$ cat config.mk
export PLATFORM = sky130hd
export DESIGN_NAME = queue_arbiter
export DESIGN_NICKNAME = d
export VERILOG_FILES = /design/src/rtl/arb_pkg.sv /design/src/rtl/queue_arbiter_id_fifo.sv /design/src/rtl/queue_arbiter.sv
export SDC_FILE = /design/constraint.sdc
export NUM_CORES = 1
export LEC_CHECK = 0
export CORE_UTILIZATION = 62
export CTS_BUF_LIST = sky130_fd_sc_hd__clkbuf_8
export DETAILED_ROUTE_END_ITERATION = 7
export PLACE_DENSITY_LB_ADDON = 0.08
export SKIP_LAST_GASP = 1
export SLEW_MARGIN = 20
export SYNTH_ARGS = -nofsm -noshare
export SYNTH_HDL_FRONTEND = slang
export SYNTH_HIERARCHICAL = 1
export SYNTH_SLANG_ARGS = --single-unit
export TNS_END_PERCENT = 5
$ cat constraint.sdc
create_clock -name clock -period 4.8 [get_ports clock]
set_input_delay 0.96 -clock clock [delete_from_list [all_inputs] [get_ports clock]]
set_output_delay 0.96 -clock clock [all_outputs]
set_load 0.03 [all_outputs]
$ cat src/rtl/arb_pkg.sv
// Shared types and helpers for the four-requester FIFO-order arbiter.
package arb_pkg;

    localparam int N_REQ = 4;
    localparam int ID_W  = 2;

    typedef enum logic [1:0] {
        IDLE  = 2'd0,
        GRANT = 2'd1,
        GAP   = 2'd2
    } state_t;

    function automatic logic [N_REQ-1:0] onehot4(input logic [ID_W-1:0] id);
        logic [N_REQ-1:0] vec;
        vec     = '0;
        vec[id] = 1'b1;
        return vec;
    endfunction

endpackage

$ cat src/rtl/queue_arbiter_id_fifo.sv
// Four-entry circular FIFO of requester IDs; head is visible combinationally
// so the arbiter can decide on the popped entry in the same cycle.
module id_fifo
    import arb_pkg::*;
(
    input  logic            clock,
    input  logic            reset_n,
    input  logic            push,
    input  logic [ID_W-1:0] push_id,
    input  logic            pop,
    output logic [ID_W-1:0] head,
    output logic [2:0]      count
);

    logic [ID_W-1:0] mem_reg [N_REQ];
    logic [ID_W-1:0] wr_ptr_reg;
    logic [ID_W-1:0] rd_ptr_reg;
    logic [2:0]      count_reg;

    // Pointers are ID_W wide, so they wrap modulo the depth for free.
    always_ff @(posedge clock or negedge reset_n) begin
        if (!reset_n) begin
            for (int i = 0; i < N_REQ; i++) begin
                mem_reg[i] <= '0;
            end
            wr_ptr_reg <= '0;
            rd_ptr_reg <= '0;
            count_reg  <= '0;
        end else begin
            if (push) begin
                mem_reg[wr_ptr_reg] <= push_id;
                wr_ptr_reg          <= wr_ptr_reg + 1'b1;
            end
            if (pop) begin
                rd_ptr_reg <= rd_ptr_reg + 1'b1;
            end
            case ({push, pop})
                2'b10:   count_reg <= count_reg + 3'd1;
                2'b01:   count_reg <= count_reg - 3'd1;
                default: count_reg <= count_reg;
            endcase
        end
    end

    assign head  = mem_reg[rd_ptr_reg];
    assign count = count_reg;

endmodule

$ cat src/rtl/queue_arbiter.sv
// Arrival-order arbiter: requesters queue their IDs once each, the head is
// granted exclusively until release, request drop or hold-time expiry.
module queue_arbiter
    import arb_pkg::*;
#(
    parameter int MAX_HOLD = 8,
    parameter int CNT_W    = 8
) (
    input  logic             clock,
    input  logic             reset_n,
    input  logic [N_REQ-1:0] req,
    input  logic [N_REQ-1:0] release_strobe,
    output logic [N_REQ-1:0] grant,
    output logic [ID_W-1:0]  grant_id,
    output logic             busy,
    output logic             timeout,
    output logic [2:0]       queue_count
);

    state_t            state_reg;
    logic [N_REQ-1:0]  grant_reg;
    logic [ID_W-1:0]   grant_id_reg;
    logic              busy_reg;
    logic              timeout_reg;
    logic [CNT_W-1:0]  hold_cnt_reg;
    logic [N_REQ-1:0]  inq_reg;
    logic [N_REQ-1:0]  inq_next;

    logic [N_REQ-1:0]  eligible;
    logic [ID_W-1:0]   cand_id;
    logic              push;
    logic              pop;
    logic [ID_W-1:0]   fifo_head;
    logic [2:0]        fifo_count;
    logic              hold_limit;
    logic              owner_exit;

    // The current owner is excluded so it cannot queue behind itself.
    generate
        for (genvar gi = 0; gi < N_REQ; gi++) begin : g_elig
            assign eligible[gi] = req[gi] && !inq_reg[gi]
                               && !(state_reg == GRANT && grant_id_reg == ID_W'(gi));
        end
    endgenerate

    always_comb begin
        cand_id = '0;
        for (int i = N_REQ - 1; i >= 0; i--) begin
            if (eligible[i]) begin
                cand_id = ID_W'(i);
            end
        end
    end

    assign push = |eligible;
    assign pop  = (state_reg == IDLE) && (fifo_count != 3'd0);

    id_fifo u_id_fifo (
        .clock   (clock),
        .reset_n (reset_n),
        .push    (push),
        .push_id (cand_id),
        .pop     (pop),
        .head    (fifo_head),
        .count   (fifo_count)
    );

    // Pop and push never touch the same flag: the head is already queued.
    always_comb begin
        inq_next = inq_reg;
        if (pop) begin
            inq_next[fifo_head] = 1'b0;
        end
        if (push) begin
            inq_next[cand_id] = 1'b1;
        end
    end

    assign hold_limit = (hold_cnt_reg == CNT_W'(MAX_HOLD - 1));
    assign owner_exit = release_strobe[grant_id_reg] || !req[grant_id_reg] || hold_limit;

    always_ff @(posedge clock or negedge reset_n) begin
        if (!reset_n) begin
            state_reg    <= IDLE;
            grant_reg    <= '0;
            grant_id_reg <= '0;
            busy_reg     <= 1'b0;
            timeout_reg  <= 1'b0;
            hold_cnt_reg <= '0;
            inq_reg      <= '0;
        end else begin
            inq_reg     <= inq_next;
            timeout_reg <= 1'b0;
            case (state_reg)
                IDLE: begin
                    // A withdrawn head is simply discarded; we stay in IDLE.
                    if (pop && req[fifo_head]) begin
                        state_reg    <= GRANT;
                        grant_reg    <= onehot4(fifo_head);
                        grant_id_reg <= fifo_head;
                        busy_reg     <= 1'b1;
                        hold_cnt_reg <= '0;
                    end
                end
                GRANT: begin
                    if (owner_exit) begin
                        state_reg    <= GAP;
                        grant_reg    <= '0;
                        grant_id_reg <= '0;
                        busy_reg     <= 1'b0;
                        timeout_reg  <= hold_limit;
                        hold_cnt_reg <= '0;
                    end else begin
                        hold_cnt_reg <= hold_cnt_reg + 1'b1;
                    end
                end
                default: begin
                    state_reg <= IDLE;
                end
            endcase
        end
    end

    assign grant       = grant_reg;
    assign grant_id    = grant_id_reg;
    assign busy        = busy_reg;
    assign timeout     = timeout_reg;
    assign queue_count = fifo_count;

endmodule

==> run metrics, run 1 <==
post-synth net total 194; die width around 58 um; Max VDD drop about 550 uV; crit path max fanout 8; Primary FF master, synth dfrtp_1; slowest stage cell on the critical path clkdlybuf4s50_1; fin area approximately 2300 um2; CP max stage delay ~450 ps; Starting Density about two thirds; Multi-input gate area 923 um2; FMAX ~0.32 GHz; P_int a little over 900 uW; Post-synth ARST share 100%; final net count 220; Critical Path Source Type input port; number of port buffers 20; Leakage between 0.9 and 1 nW; final core utilization ~80%; CTS max path bufs 2; most instantiated library cell after synthesis dfrtp_1; antenna violations before repair 0; CP cell instances clkdlybuf4s50_1, nor2b_1, nor2b_1, o21bai_1, nand3_1, inv_1, ha_1, inv_1, fa_1, xor2_1, nor2_1, xor2_1; register area share after synthesis 47.7%; WS Path Type input port to register; max-slew violation count 0; Synth top cells by count dfrtp_1, inv_1, nand2_1, nand3_1, nor2b_1; Setup violations, final 0; number of global-route vias before repair 1474; failing checks DRC; CP Capture Type register; Clock power frac between 15 and 20%; Post-DRT Antenna Nets 0; DR WL/cell about 17 um; # diodes 0; post_cts resized 0; status finished with violations; unrepaired setup endpoints after global routing false; period utilization 65.7%; # Post-CTS Setup Buffers 0; switching power between 600 and 700 uW; Sequential cell area roughly 900 um2; sw frac 42.2%; Slew @ Worst Pin just over 600 ps; gp weighted congestion between 0.8 and 0.9; TNS Setup 0 ps; Tmin final ~3200 ps; post-synth cell types 42; DRC Markers 1; final-report hold violation count 0; sequential power share around 34%; Yosys reg bits 37; Max transition margin roughly three fifths; Sink Count 37; first-pass GRT wire length about 6700 um; synthesized area per cell roughly 11 um2; GR Overflow Total 0; dpl hpwl approximately 3000 um; Clock Pin Slew Worst Setup and Hold Paths 70 ps; mapped cell area approximately 1900 um2; H-tree depth 2; Post-CTS Hold Buffers 0; largest net degree at the start of global routing 38; initial drt markers 94; Initial DRT Pass Iterations 8; Vert. Die Dim between 50 and 60 um; die area roughly 3400 um2; Area contributors post-synth dfrtp_1, mux2_2, inv_1; YS warnings 6; Cells after Synth around 180; area delta synth->final 17.7%; clock skew 4.34 ps; Synth top area share a little under half; vias post-DR between 1000 and 1500; Via-to-Cell Ratio just over 6; CTS tree done; WP data arrival ~3400 ps; CTS Buf Count 5; Detailed Route WL approximately 4000 um; DP Area roughly 2200 um2; total track usage 27.6%; Final Power 1.58 mW; Skew-Pair Late Insertion Delay around 290 ps; Clock Root Buffer clkbuf_8; fraction of layout instances using a drive strength above 1 between 10% and 20%; WP data required around 5000 ps; combinational share of power 51.1%; row count 19; io pins 21; CORE AREA approximately 2900 um2; number of enable flip-flop cells after synthesis 0; worst hold path class register to register; Yosys top cell by area dfrtp_1; pwr dens slightly below 700 nW/um2; Fill cells about 180; MaxCap Viol Count 0
kinds of logic after synthesis:
group           Yosys count  synth area share, %
compound gates           33                 13.3
xor+xnor                  8                 3.61
fa+ha+maj                 7                 4.90
buf+inv                  24                 4.71
flops                    37                 47.7
mux                      13                 10.2
simple gates             55                 15.5
metrics by stage:
step | cells | setup slack (ps) | hold WS [ps]
after floorplan | 177 | 2100 | 457
after global placement | 227 | 1480 | 471
after detailed placement | 227 | 1350 | 482
after CTS | 235 | 1650 | 507
after global routing | 235 | 1450 | 526
final | 235 | 1650 | 504
worst max-delay path: cells and delay by family:
| kind | cells | cell delay (ps) |
|---|---|---|
| buffers and inverters | 3 | 650 |
| xor gates and xnor gates | 2 | 290 |
| adders and majority gates | 2 | 580 |
| and+or+nand+nor | 4 | 680 |
| AOI/OAI and AO/OA | 1 | 200 |
power by group through the flow:
stage	Sequential, mW	Clock (mW)	Combinational, mW
3_5_place_dp	0.532	0	0.799
6_report	0.528	0.243	0.804
5_1_grt	0.543	0.262	0.873
4_1_cts	0.528	0.249	0.805
3_3_place_gp	0.518	0	0.763
2_1_floorplan	0.580	0	0.522
path summary, 6_finish.rpt:
kind | from | end | slack (ps) | depth (start not counted)
min | inq_reg[1]$_DFF_PN0_ | inq_reg[1]$_DFF_PN0_ | 500 | 1
min reg2reg | inq_reg[1]$_DFF_PN0_ | inq_reg[1]$_DFF_PN0_ | 500 | 1
max reg2reg | state_reg[1]$_DFFE_PN0P_ | u_id_fifo/count[2]$_DFFE_PN0P_ | 2010 | 11
max | req[2] | u_id_fifo/count[2]$_DFFE_PN0P_ | 1650 | 12
max in group asynchronous | reset_n | u_id_fifo/mem_reg[4]$_DFFE_PN0P_ | 3380 | 2
min in group asynchronous | reset_n | inq_reg[0]$_DFF_PN0_ | 1100 | 2
final cells by class:
type	count	share of cell area, %
clock buffer	7	4.22
sequential	37	40.5
tap	31	1.70
multi-input combinational	116	40.4
timing repair buffer	21	9.10
inverter	22	3.62
clock inverter	1	0.384
per-layer routing:
metal | vias to the layer above | GRT usage, % | part of all wire (%)
li1 | 677 | - | -
met3 | 12 | 7.14 | 4.5
met5 | - | 0 | 0
met1 | 716 | 32.5 | 41
met2 | 42 | 45.0 | 51
met4 | 0 | 18.0 | 3.2
cell usage in the layout, fill, tap and decap left out, types with 3 or more instances in the layout:
master	netlist	final
xnor2_1	3	3
o21ai_1	5	5
clkdlybuf4s50_1	0	20
nand2_1	14	14
a31oi_1	4	4
nand2b_1	4	4
mux2_2	8	8
clkbuf_8	0	7
nand3_1	9	9
o22ai_1	5	5
inv_1	22	22
dfrtp_1	37	37
nor2b_1	9	9
o21ai_0	4	4
nor2_1	5	5
ha_1	6	6
xor2_1	5	5
Power figures use the tool's default switching activity.
==> run 2: changes to the inputs <==
--- a/config.mk
+++ b/config.mk
@@ -5,7 +5,7 @@
 export SDC_FILE = /design/constraint.sdc
 export NUM_CORES = 1
 export LEC_CHECK = 0
-export CORE_UTILIZATION = 62
+export CORE_UTILIZATION = 58
 export CTS_BUF_LIST = sky130_fd_sc_hd__clkbuf_8
 export DETAILED_ROUTE_END_ITERATION = 7
 export PLACE_DENSITY_LB_ADDON = 0.08
==> constraint.sdc (replaced) <==
create_clock -name clock -period 3 [get_ports clock]
set_input_delay 0.6 -clock clock [delete_from_list [all_inputs] [get_ports clock]]
set_output_delay 0.6 -clock clock [all_outputs]
set_load 0.03 [all_outputs]
==> run metrics, run 2 (same netlist as run 1, synthesis figures left out) <==
status finished clean; area delta synth->final 18.4%; first-pass GRT wire length about 6400 um; largest net degree at the start of global routing 38; combinational share of power about half; crit path to u_id_fifo/count[2]$_DFFE_PN0P_; Starting Density a little over three fifths; io pins 21; Reg2Reg Setup Slack ~370 ps; slack of the critical path about 370 ps; Critical Path Source Type input port; DP Area between 2000 and 2500 um2; total track usage ~25%; GR Overflow Total 0; max-slew violation count 0; reg-to-reg critical path endpoint u_id_fifo/count[2]$_DFFE_PN0P_; Worst Hold Depth 1; P_int 1.44 mW; Max VDD drop about 740 uV; worst hold path class register to register; MaxCap Viol Count 0; CP Capture Type register; CORE AREA around 3100 um2; FMAX 0.380 GHz; Max transition margin approximately 55%; CP cell instances clkdlybuf4s50_1, nor2b_1, nor2b_1, o21bai_1, nand3_1, inv_1, ha_1, inv_1, fa_1, xor2_1, nor2_1, xor2_1; unrepaired setup endpoints after global routing false; dpl ws 136 ps; final-report hold violation count 0; Via-to-Cell Ratio between 5 and 6; sequential power share about a third; DR WL/cell about 16 um; Skew-Pair Late Insertion Delay just under 300 ps; initial drt markers 60; switching power about 1.1 mW; Post-CTS Hold Buffers 0; pwr dens 1090 nW/um2; Clock Root Buffer clkbuf_8; Slew @ Worst Pin 672 ps; antenna violations before repair 0; R2R cell count 11; final net count between 200 and 250; Vert. Die Dim about 60 um; CTS tree done; RR Startpoint grant_id[1]$_DFFE_PN0P_; Tmin final approximately 2600 ps; final core utilization between 70% and 80%; CTS Buf Count 5; HP Start u_id_fifo/mem_reg[4]$_DFFE_PN0P_; crit path max fanout 4; WP data arrival approximately 2800 ps; Setup violations, final 0; CP max stage delay 450 ps; gp weighted congestion about 0.8; Initial DRT Pass Iterations 4; Detailed Route WL between 3000 and 4000 um; H-tree depth 2; die width roughly 60 um; TNS Setup 0 ps; Leakage between 0.9 and 1 nW; period utilization 87.7%; CTS max path bufs 2; # Post-CTS Setup Buffers 0; slowest stage cell on the critical path clkdlybuf4s50_1; clock skew approximately 6.3 ps; fraction of layout instances using a drive strength above 1 about an eighth; number of port buffers 20; Sink Count 37; most frequent cells in the layout dfrtp_1, inv_1, clkdlybuf4s50_1; Clock Pin Slew Worst Setup and Hold Paths 70 ps; WS Path Type input port to register; Post-DRT Antenna Nets 0; DRC Markers 0; sw frac a little over two fifths; WP data required 3210 ps; row count 20; Final Power 2.52 mW; vias post-DR ~1400; post_cts resized 0; die area 3580 um2; fin area 2300 um2; Crit. Startpoint req[2]; number of global-route vias before repair ~1400; # diodes 0; most common cell after layout, fill and taps aside dfrtp_1; Clock power frac 14.5%; dpl hpwl roughly 2800 um
==> run 2: changes by cell type in the layout (fill, tap and decap cells not counted), sizes merged <==
cell    change
clkinv      +2
buf         +1
clkbuf      -1
inv         -1
==> run 2: area by class of cell <==
| class | instances | area (um2) |
|---|---|---|
| flip-flops and latches | 37 | 926 |
| multi-input cells | 116 | 923 |
| fillers | 232 | 805 |
| repair buffers | 22 | 215 |
| clock buffers | 6 | 82.6 |
| inverters | 22 | 82.6 |
| well taps | 44 | 55.1 |
| clock inverters | 2 | 13.8 |
==> run 2: per-layer routing <==
metal / GRT usage (%) / up-vias / part of all wire (%)
met5: 0 / - / 0
met4: 6.98 / 0 / 0.80
met3: 6.71 / 4 / 5.2
met2: 40.8 / 43 / 52
met1: 32.0 / 712 / 41
li1: - / 681 / -
==> run 2: worst min path at each step <==
stage	to	slack, ps
after floorplan	busy$_DFFE_PN0P_	300
after global placement	u_id_fifo/count[2]$_DFFE_PN0P_	470
after detailed placement	inq_reg[1]$_DFF_PN0_	470
after CTS	u_id_fifo/count[2]$_DFFE_PN0P_	500
after global routing	u_id_fifo/mem_reg[4]$_DFFE_PN0P_	500
final	u_id_fifo/mem_reg[4]$_DFFE_PN0P_	500
==> run 2: worst max-delay path: cells and delay by family <==
| family | cells | cell delay [ps] |
|---|---|---|
| AOI/OAI and AO/OA | 1 | 220 |
| and+or+nand+nor | 4 | 550 |
| xor gates and xnor gates | 2 | 310 |
| adders and majority gates | 2 | 580 |
| buffers and inverters | 3 | 590 |
==> run 2: stage by stage <==
step           hold slack [ps]  std cells
4_1_cts                    498        249
3_5_place_dp               473        241
2_1_floorplan              304        177
6_report                   500        249
5_1_grt                    505        249
3_3_place_gp               475        241
==> run 2: power groups by stage <==
stage	combinational [mW]	clock (mW)	sequential [mW]
floorplan	0.835	0	0.928
global placement	1.25	0	0.832
detailed placement	1.29	0	0.849
CTS	1.31	0.375	0.843
global route	1.43	0.394	0.867
finish	1.31	0.365	0.845
